File: src/rtl/sram_mem_pkg.sv
// -----------------------------------------------------------------------------
// sram_mem_pkg
// Shared types and constants for the MEM-stage SRAM controller.
//   sram_state_t    : controller FSM states
//   SRAM_DW         : SRAM data-pad width (half-word)
//   DEF_WAIT_CYCLES : default wait states per half-word phase (1..15)
//   DEF_BASE_ADDR   : default CPU byte address mapped to SRAM word 0
//   DEF_SRAM_AW     : default SRAM half-word address width
// -----------------------------------------------------------------------------
package sram_mem_pkg;

  localparam int SRAM_DW         = 16;
  localparam int DEF_WAIT_CYCLES = 2;
  localparam int DEF_BASE_ADDR   = 1024;
  localparam int DEF_SRAM_AW     = 18;

  typedef enum logic [2:0] {
    IDLE  = 3'd0,
    RD_LO = 3'd1,
    RD_HI = 3'd2,
    WR_LO = 3'd3,
    WR_HI = 3'd4,
    DONE  = 3'd5
  } sram_state_t;

endpackage

File: src/rtl/sram_mem_ctrl_if.sv
// -----------------------------------------------------------------------------
// sram_mem_ctrl_if
// Bundles the pipeline-side request/response signals and the SRAM pad signals
// of sram_mem_ctrl.
//   pipeline side : rdEn, wrEn, addr, wrData -> ; <- rdData, ready
//   SRAM side     : <- sramDqIn ; -> sramAddr, sramDqOut, sramDqOe, sramWeN
//   debug         : dbg_state (current FSM state)
//   addrErr       : present only when SRAM_ADDR_CHECK_EN is defined
// Modports: slave = controller view, master = pipeline/SRAM environment view.
//
// Handshake: a request (rdEn or wrEn, with addr/wrData) is presented while the
// controller is in IDLE and must stay stable for as long as ready=0. ready=1
// in DONE marks completion; the pipeline advances on that clock edge.
// -----------------------------------------------------------------------------
interface sram_mem_ctrl_if #(
  parameter int SRAM_AW = sram_mem_pkg::DEF_SRAM_AW
);
  import sram_mem_pkg::*;

  logic                 rdEn;
  logic                 wrEn;
  logic [31:0]          addr;
  logic [31:0]          wrData;
  logic [31:0]          rdData;
  logic                 ready;
  logic [SRAM_AW-1:0]   sramAddr;
  logic [SRAM_DW-1:0]   sramDqOut;
  logic [SRAM_DW-1:0]   sramDqIn;
  logic                 sramDqOe;
  logic                 sramWeN;
  sram_state_t          dbg_state;
`ifdef SRAM_ADDR_CHECK_EN
  logic                 addrErr;
`endif

  modport slave (
    input  rdEn, wrEn, addr, wrData, sramDqIn,
`ifdef SRAM_ADDR_CHECK_EN
    output addrErr,
`endif
    output rdData, ready, sramAddr, sramDqOut, sramDqOe, sramWeN, dbg_state
  );

  modport master (
    output rdEn, wrEn, addr, wrData, sramDqIn,
`ifdef SRAM_ADDR_CHECK_EN
    input  addrErr,
`endif
    input  rdData, ready, sramAddr, sramDqOut, sramDqOe, sramWeN, dbg_state
  );

endinterface

File: src/rtl/sram_mem_ctrl.sv
// -----------------------------------------------------------------------------
// sram_mem_ctrl
// MEM-stage data-memory controller. Turns a one-cycle 32-bit load/store from
// the EXE/MEM register into two 16-bit SRAM phases (low half, then high half),
// each held for WAIT_CYCLES cycles. ready freezes the pipeline meanwhile.
// Ports:
//   clk  : pipeline clock
//   rst  : synchronous active-high reset
//   bus  : sram_mem_ctrl_if.slave (pipeline request/response + SRAM pads)
// Parameters: WAIT_CYCLES (1..15), BASE_ADDR, SRAM_AW.
// Optional: SRAM_ADDR_CHECK_EN adds bus.addrErr and rejects out-of-window
// addresses (IDLE -> DONE with no SRAM activity); otherwise addresses wrap.
// -----------------------------------------------------------------------------
module sram_mem_ctrl
  import sram_mem_pkg::*;
#(
  parameter int WAIT_CYCLES = DEF_WAIT_CYCLES,
  parameter int BASE_ADDR   = DEF_BASE_ADDR,
  parameter int SRAM_AW     = DEF_SRAM_AW
) (
  input  logic            clk,
  input  logic            rst,
  sram_mem_ctrl_if.slave  bus
);

  localparam logic [3:0] LAST_CNT = 4'(WAIT_CYCLES - 1);

  sram_state_t          r_state;
  sram_state_t          w_next;
  logic [3:0]           r_cnt;
  logic [31:0]          r_rd_data;
  logic [SRAM_DW-1:0]   r_lo_buf;

  logic                 w_req;
  logic                 w_last;
  logic                 w_phase;
  logic [31:0]          w_offset;
  logic [SRAM_AW-2:0]   w_word;
  logic                 w_ready;
  logic                 w_we_n;
  logic                 w_oe;
  logic [SRAM_DW-1:0]   w_dq_out;
  logic [SRAM_AW-1:0]   w_sram_addr;

  assign w_req    = bus.rdEn | bus.wrEn;
  assign w_last   = (r_cnt == LAST_CNT);
  assign w_phase  = (r_state == RD_LO) || (r_state == RD_HI) ||
                    (r_state == WR_LO) || (r_state == WR_HI);

  // Byte offset into the SRAM window; the shift drops addr[1:0] and the cast
  // truncates to the word-address width (wrapping out-of-window addresses).
  assign w_offset = bus.addr - 32'(BASE_ADDR);
  assign w_word   = (SRAM_AW-1)'(w_offset >> 2);

`ifdef SRAM_ADDR_CHECK_EN
  localparam logic [32:0] ADDR_END = 33'(BASE_ADDR) + (33'd1 << (SRAM_AW + 1));

  logic w_addr_bad;
  logic r_err;

  assign w_addr_bad = ({1'b0, bus.addr} < 33'(BASE_ADDR)) ||
                      ({1'b0, bus.addr} >= ADDR_END);
  assign bus.addrErr = r_err && (r_state == DONE);
`endif

  // Next-state and SRAM pad outputs
  always_comb begin
    w_next      = r_state;
    w_ready     = 1'b1;
    w_we_n      = 1'b1;
    w_oe        = 1'b0;
    w_dq_out    = '0;
    w_sram_addr = '0;
    case (r_state)
      IDLE: begin
        if (w_req) begin
          w_ready = 1'b0;
`ifdef SRAM_ADDR_CHECK_EN
          if (w_addr_bad)      w_next = DONE;
          else if (bus.wrEn)   w_next = WR_LO;
          else                 w_next = RD_LO;
`else
          // Write wins when both enables are set.
          if (bus.wrEn) w_next = WR_LO;
          else          w_next = RD_LO;
`endif
        end
      end
      RD_LO: begin
        w_ready     = 1'b0;
        w_sram_addr = {w_word, 1'b0};
        if (w_last) w_next = RD_HI;
      end
      RD_HI: begin
        w_ready     = 1'b0;
        w_sram_addr = {w_word, 1'b1};
        if (w_last) w_next = DONE;
      end
      WR_LO: begin
        w_ready     = 1'b0;
        w_we_n      = 1'b0;
        w_oe        = 1'b1;
        w_dq_out    = bus.wrData[15:0];
        w_sram_addr = {w_word, 1'b0};
        if (w_last) w_next = WR_HI;
      end
      WR_HI: begin
        w_ready     = 1'b0;
        w_we_n      = 1'b0;
        w_oe        = 1'b1;
        w_dq_out    = bus.wrData[31:16];
        w_sram_addr = {w_word, 1'b1};
        if (w_last) w_next = DONE;
      end
      DONE: begin
        w_next = IDLE;
      end
      default: begin
        w_next = IDLE;
      end
    endcase
  end

  always_ff @(posedge clk) begin
    if (rst) begin
      r_state   <= IDLE;
      r_cnt     <= '0;
      r_rd_data <= '0;
      r_lo_buf  <= '0;
    end else begin
      r_state <= w_next;
      if (w_phase && !w_last) r_cnt <= r_cnt + 4'd1;
      else                    r_cnt <= '0;
      // Low half is staged so rdData changes only when a read completes.
      if (r_state == RD_LO && w_last) r_lo_buf  <= bus.sramDqIn;
      if (r_state == RD_HI && w_last) r_rd_data <= {bus.sramDqIn, r_lo_buf};
    end
  end

`ifdef SRAM_ADDR_CHECK_EN
  always_ff @(posedge clk) begin
    if (rst) r_err <= 1'b0;
    else     r_err <= (r_state == IDLE) && w_req && w_addr_bad;
  end
`endif

  assign bus.rdData    = r_rd_data;
  assign bus.ready     = w_ready;
  assign bus.sramAddr  = w_sram_addr;
  assign bus.sramDqOut = w_dq_out;
  assign bus.sramDqOe  = w_oe;
  assign bus.sramWeN   = w_we_n;
  assign bus.dbg_state = r_state;

endmodule
File: src/flat_wrapper.sv
// flat-port wrapper written by rule: the top's interface ports become plain ports
module sram_mem_ctrl_flat import sram_mem_pkg::*;
#(
  parameter int WAIT_CYCLES = DEF_WAIT_CYCLES,
  parameter int BASE_ADDR   = DEF_BASE_ADDR,
  parameter int SRAM_AW     = DEF_SRAM_AW
)
  (clk, rst, bus_rdEn, bus_wrEn, bus_addr, bus_wrData, bus_sramDqIn, bus_rdData, bus_ready, bus_sramAddr, bus_sramDqOut, bus_sramDqOe, bus_sramWeN, bus_dbg_state);
  sram_mem_ctrl_if #(.SRAM_AW(SRAM_AW)) bus_i ();
  input  logic clk;
  input  logic rst;
  input wire logic [$bits(bus_i.rdEn)-1:0] bus_rdEn;
  input wire logic [$bits(bus_i.wrEn)-1:0] bus_wrEn;
  input wire logic [$bits(bus_i.addr)-1:0] bus_addr;
  input wire logic [$bits(bus_i.wrData)-1:0] bus_wrData;
  input wire logic [$bits(bus_i.sramDqIn)-1:0] bus_sramDqIn;
  output wire logic [$bits(bus_i.rdData)-1:0] bus_rdData;
  output wire logic [$bits(bus_i.ready)-1:0] bus_ready;
  output wire logic [$bits(bus_i.sramAddr)-1:0] bus_sramAddr;
  output wire logic [$bits(bus_i.sramDqOut)-1:0] bus_sramDqOut;
  output wire logic [$bits(bus_i.sramDqOe)-1:0] bus_sramDqOe;
  output wire logic [$bits(bus_i.sramWeN)-1:0] bus_sramWeN;
  output wire logic [$bits(bus_i.dbg_state)-1:0] bus_dbg_state;
  assign bus_i.rdEn = bus_rdEn;
  assign bus_i.wrEn = bus_wrEn;
  assign bus_i.addr = bus_addr;
  assign bus_i.wrData = bus_wrData;
  assign bus_i.sramDqIn = bus_sramDqIn;
  assign bus_rdData = bus_i.rdData;
  assign bus_ready = bus_i.ready;
  assign bus_sramAddr = bus_i.sramAddr;
  assign bus_sramDqOut = bus_i.sramDqOut;
  assign bus_sramDqOe = bus_i.sramDqOe;
  assign bus_sramWeN = bus_i.sramWeN;
  assign bus_dbg_state = bus_i.dbg_state;
  sram_mem_ctrl #(.WAIT_CYCLES(WAIT_CYCLES), .BASE_ADDR(BASE_ADDR), .SRAM_AW(SRAM_AW)) u_core (.clk(clk), .rst(rst), .bus(bus_i));
endmodule
File: config.mk
export PLATFORM = sky130hd
export DESIGN_NAME = sram_mem_ctrl_flat
export DESIGN_NICKNAME = d
export VERILOG_FILES = /design/src/rtl/sram_mem_pkg.sv /design/src/rtl/sram_mem_ctrl_if.sv /design/src/rtl/sram_mem_ctrl.sv /design/src/flat_wrapper.sv
export SDC_FILE = /design/constraint.sdc
export NUM_CORES = 1
export LEC_CHECK = 0
export BUFFER_PORTS_ARGS = -buffer_cell sky130_fd_sc_hd__buf_4
export CELL_PAD_IN_SITES_DETAIL_PLACEMENT = 2
export CELL_PAD_IN_SITES_GLOBAL_PLACEMENT = 2
export CORE_ASPECT_RATIO = 0.8
export CORE_MARGIN = 5
export CORE_UTILIZATION = 24
export CTS_CLUSTER_DIAMETER = 40
export CTS_CLUSTER_SIZE = 8
export DETAILED_ROUTE_END_ITERATION = 10
export PLACE_DENSITY_LB_ADDON = 0.1
export SYNTH_ARGS = -nofsm -noshare
export SYNTH_HDL_FRONTEND = slang
export SYNTH_SLANG_ARGS = --single-unit
File: constraint.sdc
create_clock -name clk -period 3.1 [get_ports clk]
set_clock_uncertainty 0.1 [all_clocks]
set_input_delay 0.62 -clock clk [delete_from_list [all_inputs] [get_ports clk]]
set_output_delay 0.62 -clock clk [all_outputs]
set_load 0.005 [all_outputs]
==> results.txt, run 1 <==
* Run status: complete, no violations
* Met2 routed wirelength: 5.10 mm
- In the post-synthesis netlist, the biggest area contributors are sky130_fd_sc_hd__dfxtp_1 (42%), sky130_fd_sc_hd__a21oi_1 (10%), sky130_fd_sc_hd__nand3_1 (9.3%).
- In this run the worst path has a maximum fanout of 13.
- The first global-routing pass estimated 17.0 mm of wire.
- The synthesized netlist occupies a cell area of 2640 sq um.
- Period utilisation layout: about 90%
- Fraction of layout cells with a size suffix above 1: 37.1%
- Highest routed metal layer: met4
* Number of library cell types mapped by synthesis: 36
- Root Buffer: sky130_fd_sc_hd__clkbuf_16
- Most used standard cell by instance count after synthesis: sky130_fd_sc_hd__dfxtp_1
* Fin crit period: approximately 2.8 ns
- Transition at the pin with the smallest max-transition slack: 0.665 ns
- Yosys printed 0 warnings.
- Before antenna repair, the detailed router went through 4 iterations.
* Signed area change from the synthesized netlist to the final layout: 48.8%
- Static timing analysis puts the maximum clock frequency at 352 MHz.
* Routed wirelength normalized by instance count: 18.0 microns
- Count of nets left with antenna violations after detail routing: 0
* Data required time at the worst endpoint: 2.38 ns
- Multi-input gate area: 1360 sq um
* Latest clock arrival within the worst-skew pair: 0.29 ns
- Syn nets: roughly 400
* Post-Route Hold Slack: 0.371 ns
* Startpoint of the worst register-to-register path: u_core.r_cnt[0]
- The HPWL after detailed placement is between 7 and 8 mm.
- Counting flops with an async set or reset pin after synthesis yields a share of 0%.
* Top cells by count, synth: sky130_fd_sc_hd__dfxtp_1 (55), sky130_fd_sc_hd__a21oi_1 (54), sky130_fd_sc_hd__nand3_1 (49)
- Routability congestion estimate from global placement: 0.796
- Worst-case headroom to the max-slew limit: 55.7%
- Number of design rule violations left after detail routing: 0
* Antenna violations before repair: 0
- Number of nets at the end of the flow: 528
- Global routing consumed, over all layers together, about 15% of the routing resources.
- Standby leakage power: 1.62 nW
* Horizontal extent of the die: 127 microns
- Data on the critical path arrives at its endpoint at 2.12 ns.
- Main synth FF type: sky130_fd_sc_hd__dfxtp_1
* Fill cell total of the finished layout: 1263
- Number of antenna repair diodes: 0
- In this run the most critical hold path is launched from u_core.r_lo_buf[10].
* Die area: 13200 sq um
* First-iteration detailed-routing DRC count: 106
* Worst flop-to-flop path endpoint: u_core.bus.rdData[25]
- Across all setup checks in the final design, the least slack found is 0.263 ns.
* Post_cts resized: 0
- For this design the top-level I/O count stands at 156.
* Total count of hold-check failures in the final report: 0
- Count of standard-cell rows: 34
* Via/cell ratio: roughly 5
* Via Count: 2922
* Max-cap violations: 0
- Share of the yosys chip area belonging to registers: around two fifths
- Setup violations remaining at the end of the flow were counted as 0.
- EDFF count, synth: 0
- Global routing finished with a remaining overflow of 0.
* Endpoint kind of the worst setup timing path: output port
- sky130_fd_sc_hd__dfxtp_1 takes more of the synthesized area than any other cell.
- PortBufs: 140
- Syn avg cell area: 8.13 sq um
* Largest net degree at the start of global routing: 56
* Clock Pin Slew Worst Setup and Hold Paths: ~0.07 ns
* CTS Buffer Depth: 2
- Floorplan core area: 10800 sq um
* Sequential cell area: 1100 sq um
- TritonCTS built the clock tree.
* Seq cells post-synth: 55
- Cells on worst reg2reg path: 4
* Wirelength, routed: 10.5 mm
- Overall power after layout: around 0.0021 W
- The detailed router put a total of 4.86 mm of wire on met1.
- After routing, the total negative slack on setup checks comes to 0 ns.
* Fraction of synthesized cell area taken by the top area cell type: between 40% and 50%
* CP endpoint: bus_sramAddr[13]
- Utilization of the core after routing: a little over a third
- Place WS: approximately 0.36 ns
- The worst register-to-register path has a setup slack of 1.10 ns.
- In this run, post-CTS hold repair placed 0 buffers.
- Initial standard-cell utilization of the core: 24.4%
* H-tree level count: 2
- RSZ-0062 raised after global routing: no
- Total power per unit cell area: 534 nW/um^2
- Worst-case vdd ir drop: 0.000198 V
- Via count of the first global-routing pass: 3187
- Synthesis handed over a netlist of 324 instances.
- In the detailed route, the total length drawn on met3 is 557 microns.
- Total setup buffers inserted after CTS: 0
- STA classifies the critical path startpoint as a flop.
* Height of the die: 104 microns
* Clock Sink Count: 55
- The final max-slew violation count is 0.
- CTS buffer count: 5
- The critical path starts at u_core.bus.dbg_state[0].
* Worst min-delay path category: flop to flop
- The critical path in this run is classified as flop to output port.
## routing by layer
| metal | vias up | global-route usage [%] |
|---|---|---|
| met2 | 71 | 26.5 |
| met3 | 4 | 3.34 |
| li1 | 1417 | - |
| met5 | - | 0 |
| met1 | 1430 | 20.6 |
| met4 | 0 | 1.61 |
## flip-flops by register name, summed over array words and instances, names as in the netlist
signal,flops
u_core.r_lo_buf,16
u_core.r_cnt,4
u_core.bus.rdData,32
u_core.bus.dbg_state,3
## report_power, final
| part | leakage [nW] | internal (W) | switching, W |
|---|---|---|---|
| Clock | 0.0868 | 0.000403 | 0.000263 |
| Sequential | 0.444 | 0.000738 | 0.0000396 |
| Combinational | 1.09 | 0.000276 | 0.000376 |
| Total | 1.62 | 0.00142 | 0.000678 |
## worst max-delay path, stage by stage, from the launching register on
cell and delay, ns:
sky130_fd_sc_hd__dfxtp_1 0.45, sky130_fd_sc_hd__o21ai_1 0.50, sky130_fd_sc_hd__nand2_1 0.45, sky130_fd_sc_hd__a21oi_1 0.28, sky130_fd_sc_hd__buf_4 0.14
## metrics by stage
step                      area [sq um]  instances
after floorplan                   2640        324
after global placement            3750        578
after detailed placement          3750        578
after CTS                         3920        586
after global routing              3920        586
final                             3920        586
## worst min-delay path by stage
stage                     slack, ns  cells after the start                    end
after floorplan                0.34                      2  u_core.bus.rdData[10]
after global placement         0.36                      2  u_core.bus.rdData[12]
after detailed placement       0.36                      2   u_core.bus.rdData[0]
after CTS                      0.37                      2   u_core.bus.rdData[0]
after global routing           0.39                      2   u_core.bus.rdData[0]
final                          0.37                      2  u_core.bus.rdData[10]
## final cells by class
type                       count  area share [%]
clock inverter                 2           0.893
timing repair buffer         145            27.8
multi-input combinational    230            34.7
tap                          144            4.59
sequential                    55            28.1
inverter                       4           0.383
clock buffer                   6            3.54
## layout by cell type (no fill, tap or decap), drive strengths merged, types with 5 or more instances in the layout
master  instances
nor2            7
a22o           16
dfxtp          55
nand2b          5
clkbuf          6
buf           145
or3             6
and3            9
o21ai          52
a21oi          55
nand3          49
## cells by family after synthesis
family                     Yosys count  share of synthesized area [%]
AOI/OAI and AO/OA                  131                           28.2
and+or+nand+nor                     92                           20.2
xor gates and xnor gates             4                           1.33
adders and majority gates            3                           1.42
buffers and inverters               39                           7.12
DFF                                 55                           41.8
Power figures use the tool's default switching activity.
==> inputs of run 2 (changes only) <==
- CORE_UTILIZATION: 24 -> 25
- CTS_BUF_LIST: not set -> sky130_fd_sc_hd__clkbuf_8
- REMOVE_ABC_BUFFERS: not set -> 1
==> results.txt, run 2 (synthesis results as in run 1) <==
- Clock tree from TritonCTS: done
- Endpoint kind of the worst setup timing path: output port
- Internal power comes to roughly 0.0012 W.
* Launching element type of the critical path: flop
* Via Count: 2920
- Height of the die: about 100 microns
* H-tree level count: 2
* Period utilisation layout: 91.1%
- Clock Sink Count: 55
- Max reg flops: 32
- Die area: 12700 sq um
- For the worst setup path, the data required time is 2.38 ns.
- For this configuration, the core starts out at a cell density of between 20% and 30%.
* Number of design rule violations left after detail routing: 0
- Worst-case headroom to the max-slew limit: 43.2%
* Start-to-end type of the worst setup path: flop to output port
- Largest net degree at the start of global routing: 56
- Counting along the longest clock path gives a buffer depth of 2.
- For the pin with the worst max-slew slack, the measured transition is between 0.8 and 0.9 ns.
- Net switching share of the total power: 35.3%
- The count of final hold-check violations is 0.
- Hold Path End: u_core.bus.rdData[7]
- Clock Pin Slew Worst Setup and Hold Paths: 0.10 ns
- Routability congestion estimate from global placement: between 0.6 and 0.7
- Of the total power, combinational logic draws a little over a third.
- HPWL after detailed placement: 7.22 mm
- TritonCTS created 5 clock buffers.
* Grt ovf: 0
- The worst path in the final design needs a cycle of 2.82 ns, including I/O delays and setup.
* Number of nets at the end of the flow: 528
* Worst flop-to-flop path endpoint: u_core.bus.rdData[11]
- For this design the ratio of total power to cell area is 481 nW/um^2.
* Startpoint of the worst register-to-register path: u_core.r_cnt[0]
- For this design the static power due to leakage is 1.58 nW.
- The worst-case IR drop observed on VDD is 0.000172 V.
* Post_cts resized: 0
- Run status: complete, no violations
- In the layout the commonest cells are sky130_fd_sc_hd__buf_4 (144), sky130_fd_sc_hd__dfxtp_1 (55), sky130_fd_sc_hd__a21oi_1 (54).
- Once detail routing completed, the nets flagged for antenna violations numbered 0.
* Total setup buffers inserted after CTS: 0
- The clock network is responsible for 21.9% of the overall power.
* Horizontal extent of the die: 125 microns
- GRT Util Overall: 15.5%
* First-iteration detailed-routing DRC count: 132
* Routed wirelength normalized by instance count: 17.5 microns
- In this run the power spent charging and discharging nets is about 0.00065 W.
- Global-route wire length before repair: between 15 and 20 mm
* Number of antenna repair diodes: 0
- Instance count along the most critical hold path: 2
- Adding up every negative setup slack in the final design gives 0 ns.
* Cells on worst reg2reg path: 5
- After layout, the design draws a total of 0.00185 W.
- Worst-path fanout max: 13
- Pin placement for this block handled 156 I/O pins.
- The worst hold path begins at u_core.r_lo_buf[7].
- The region available for standard cell placement spans 10300 sq um.
- The final max-slew violation count came to 0.
- The number of antenna violations at the first check in global routing came to 0.
* Achievable frequency: approximately 350 MHz
* Wirelength, routed: 10.2 mm
* Critical Path AT: roughly 2.1 ns
- Fraction of layout cells with a size suffix above 1: 37.2%
- The setup check on the worst reg-to-reg path leaves a slack of ~1.1 ns.
- Final setup violation count: 0
- Setup repair after global routing left no endpoint under its margin.
- Most common cell after layout, fill and taps aside: sky130_fd_sc_hd__buf_4
- The tree is rooted in a sky130_fd_sc_hd__clkbuf_8.
- At the later pin of the worst-skew pair, clock insertion delay measures 0.30 ns.
- The number of hold buffers added after CTS was 0.
- Count of standard-cell rows: 33
- Max-cap violations: 0
- From synthesis to final layout, the design area changed by 45.9%.
- Worst min-delay path category: flop to flop
- Sequential Power Share: 42.0%
* Via count of the first global-routing pass: 3052
- Via/cell ratio: approximately 5
* Number of iterations in the first detailed-routing pass: 4
- PortBufs: 140
[run 2: worst max path at each step]
| stage | start | end | slack, ns |
|---|---|---|---|
| after floorplan | u_core.r_cnt[0] | u_core.r_lo_buf[0] | 0.04 |
| after CTS | u_core.bus.dbg_state[1] | bus_sramAddr[11] | 0.22 |
| after global routing | u_core.bus.dbg_state[1] | bus_sramAddr[14] | 0.06 |
| final | u_core.bus.dbg_state[1] | bus_sramAddr[11] | 0.28 |
| after global placement | bus_addr[13] | bus_sramAddr[17] | 0.38 |
| after detailed placement | bus_addr[13] | bus_sramAddr[17] | 0.36 |
[run 2: cell type report]
| class | count | area, sq um |
|---|---|---|
| multi-input cells | 230 | 1370 |
| clock inverters | 1 | 5.00 |
| clock buffers | 6 | 82.6 |
| repair buffers | 145 | 1100 |
| fillers | 1178 | 6440 |
| well taps | 140 | 175 |
| inverters | 4 | 15.0 |
| flip-flops and latches | 55 | 1100 |
[run 2: stage by stage]
step,area [sq um],setup WS (ns),util [%],cells,hold slack (ns)
CTS,3840,0.224,37.4,581,0.372
global route,3840,0.0637,37.4,581,0.383
detailed placement,3760,0.361,36.5,574,0.359
global placement,3760,0.383,36.5,574,0.349
floorplan,2460,0.0428,-,289,0.334
finish,3840,0.276,37.4,581,0.367
[run 2: worst max-delay path: stages (launching register included)]
cell                      delay [ns]
sky130_fd_sc_hd__dfxtp_1        0.61
sky130_fd_sc_hd__or3_1          0.38
sky130_fd_sc_hd__nand2_1        0.39
sky130_fd_sc_hd__a21oi_1        0.27
sky130_fd_sc_hd__buf_4          0.15
[run 2: per-layer routing]
layer  share of wire (%)  vias up  global-route usage [%]
met2                  52       60                    28.7
met1                  43     1436                    18.8
met4                0.71        0                    2.61
met3                 3.4        7                    3.55
met5                   0        -                       0
li1                    -     1417                       -
[run 2: power by group through the flow]
| stage | clock network, W | logic, W | registers (W) |
|---|---|---|---|
| 5_1_grt | 0.000454 | 0.000734 | 0.000784 |
| 3_5_place_dp | 0 | 0.000684 | 0.000794 |
| 6_report | 0.000405 | 0.000666 | 0.000776 |
| 3_3_place_gp | 0 | 0.000670 | 0.000790 |
| 2_1_floorplan | 0 | 0.000288 | 0.000783 |
| 4_1_cts | 0.000430 | 0.000685 | 0.000777 |
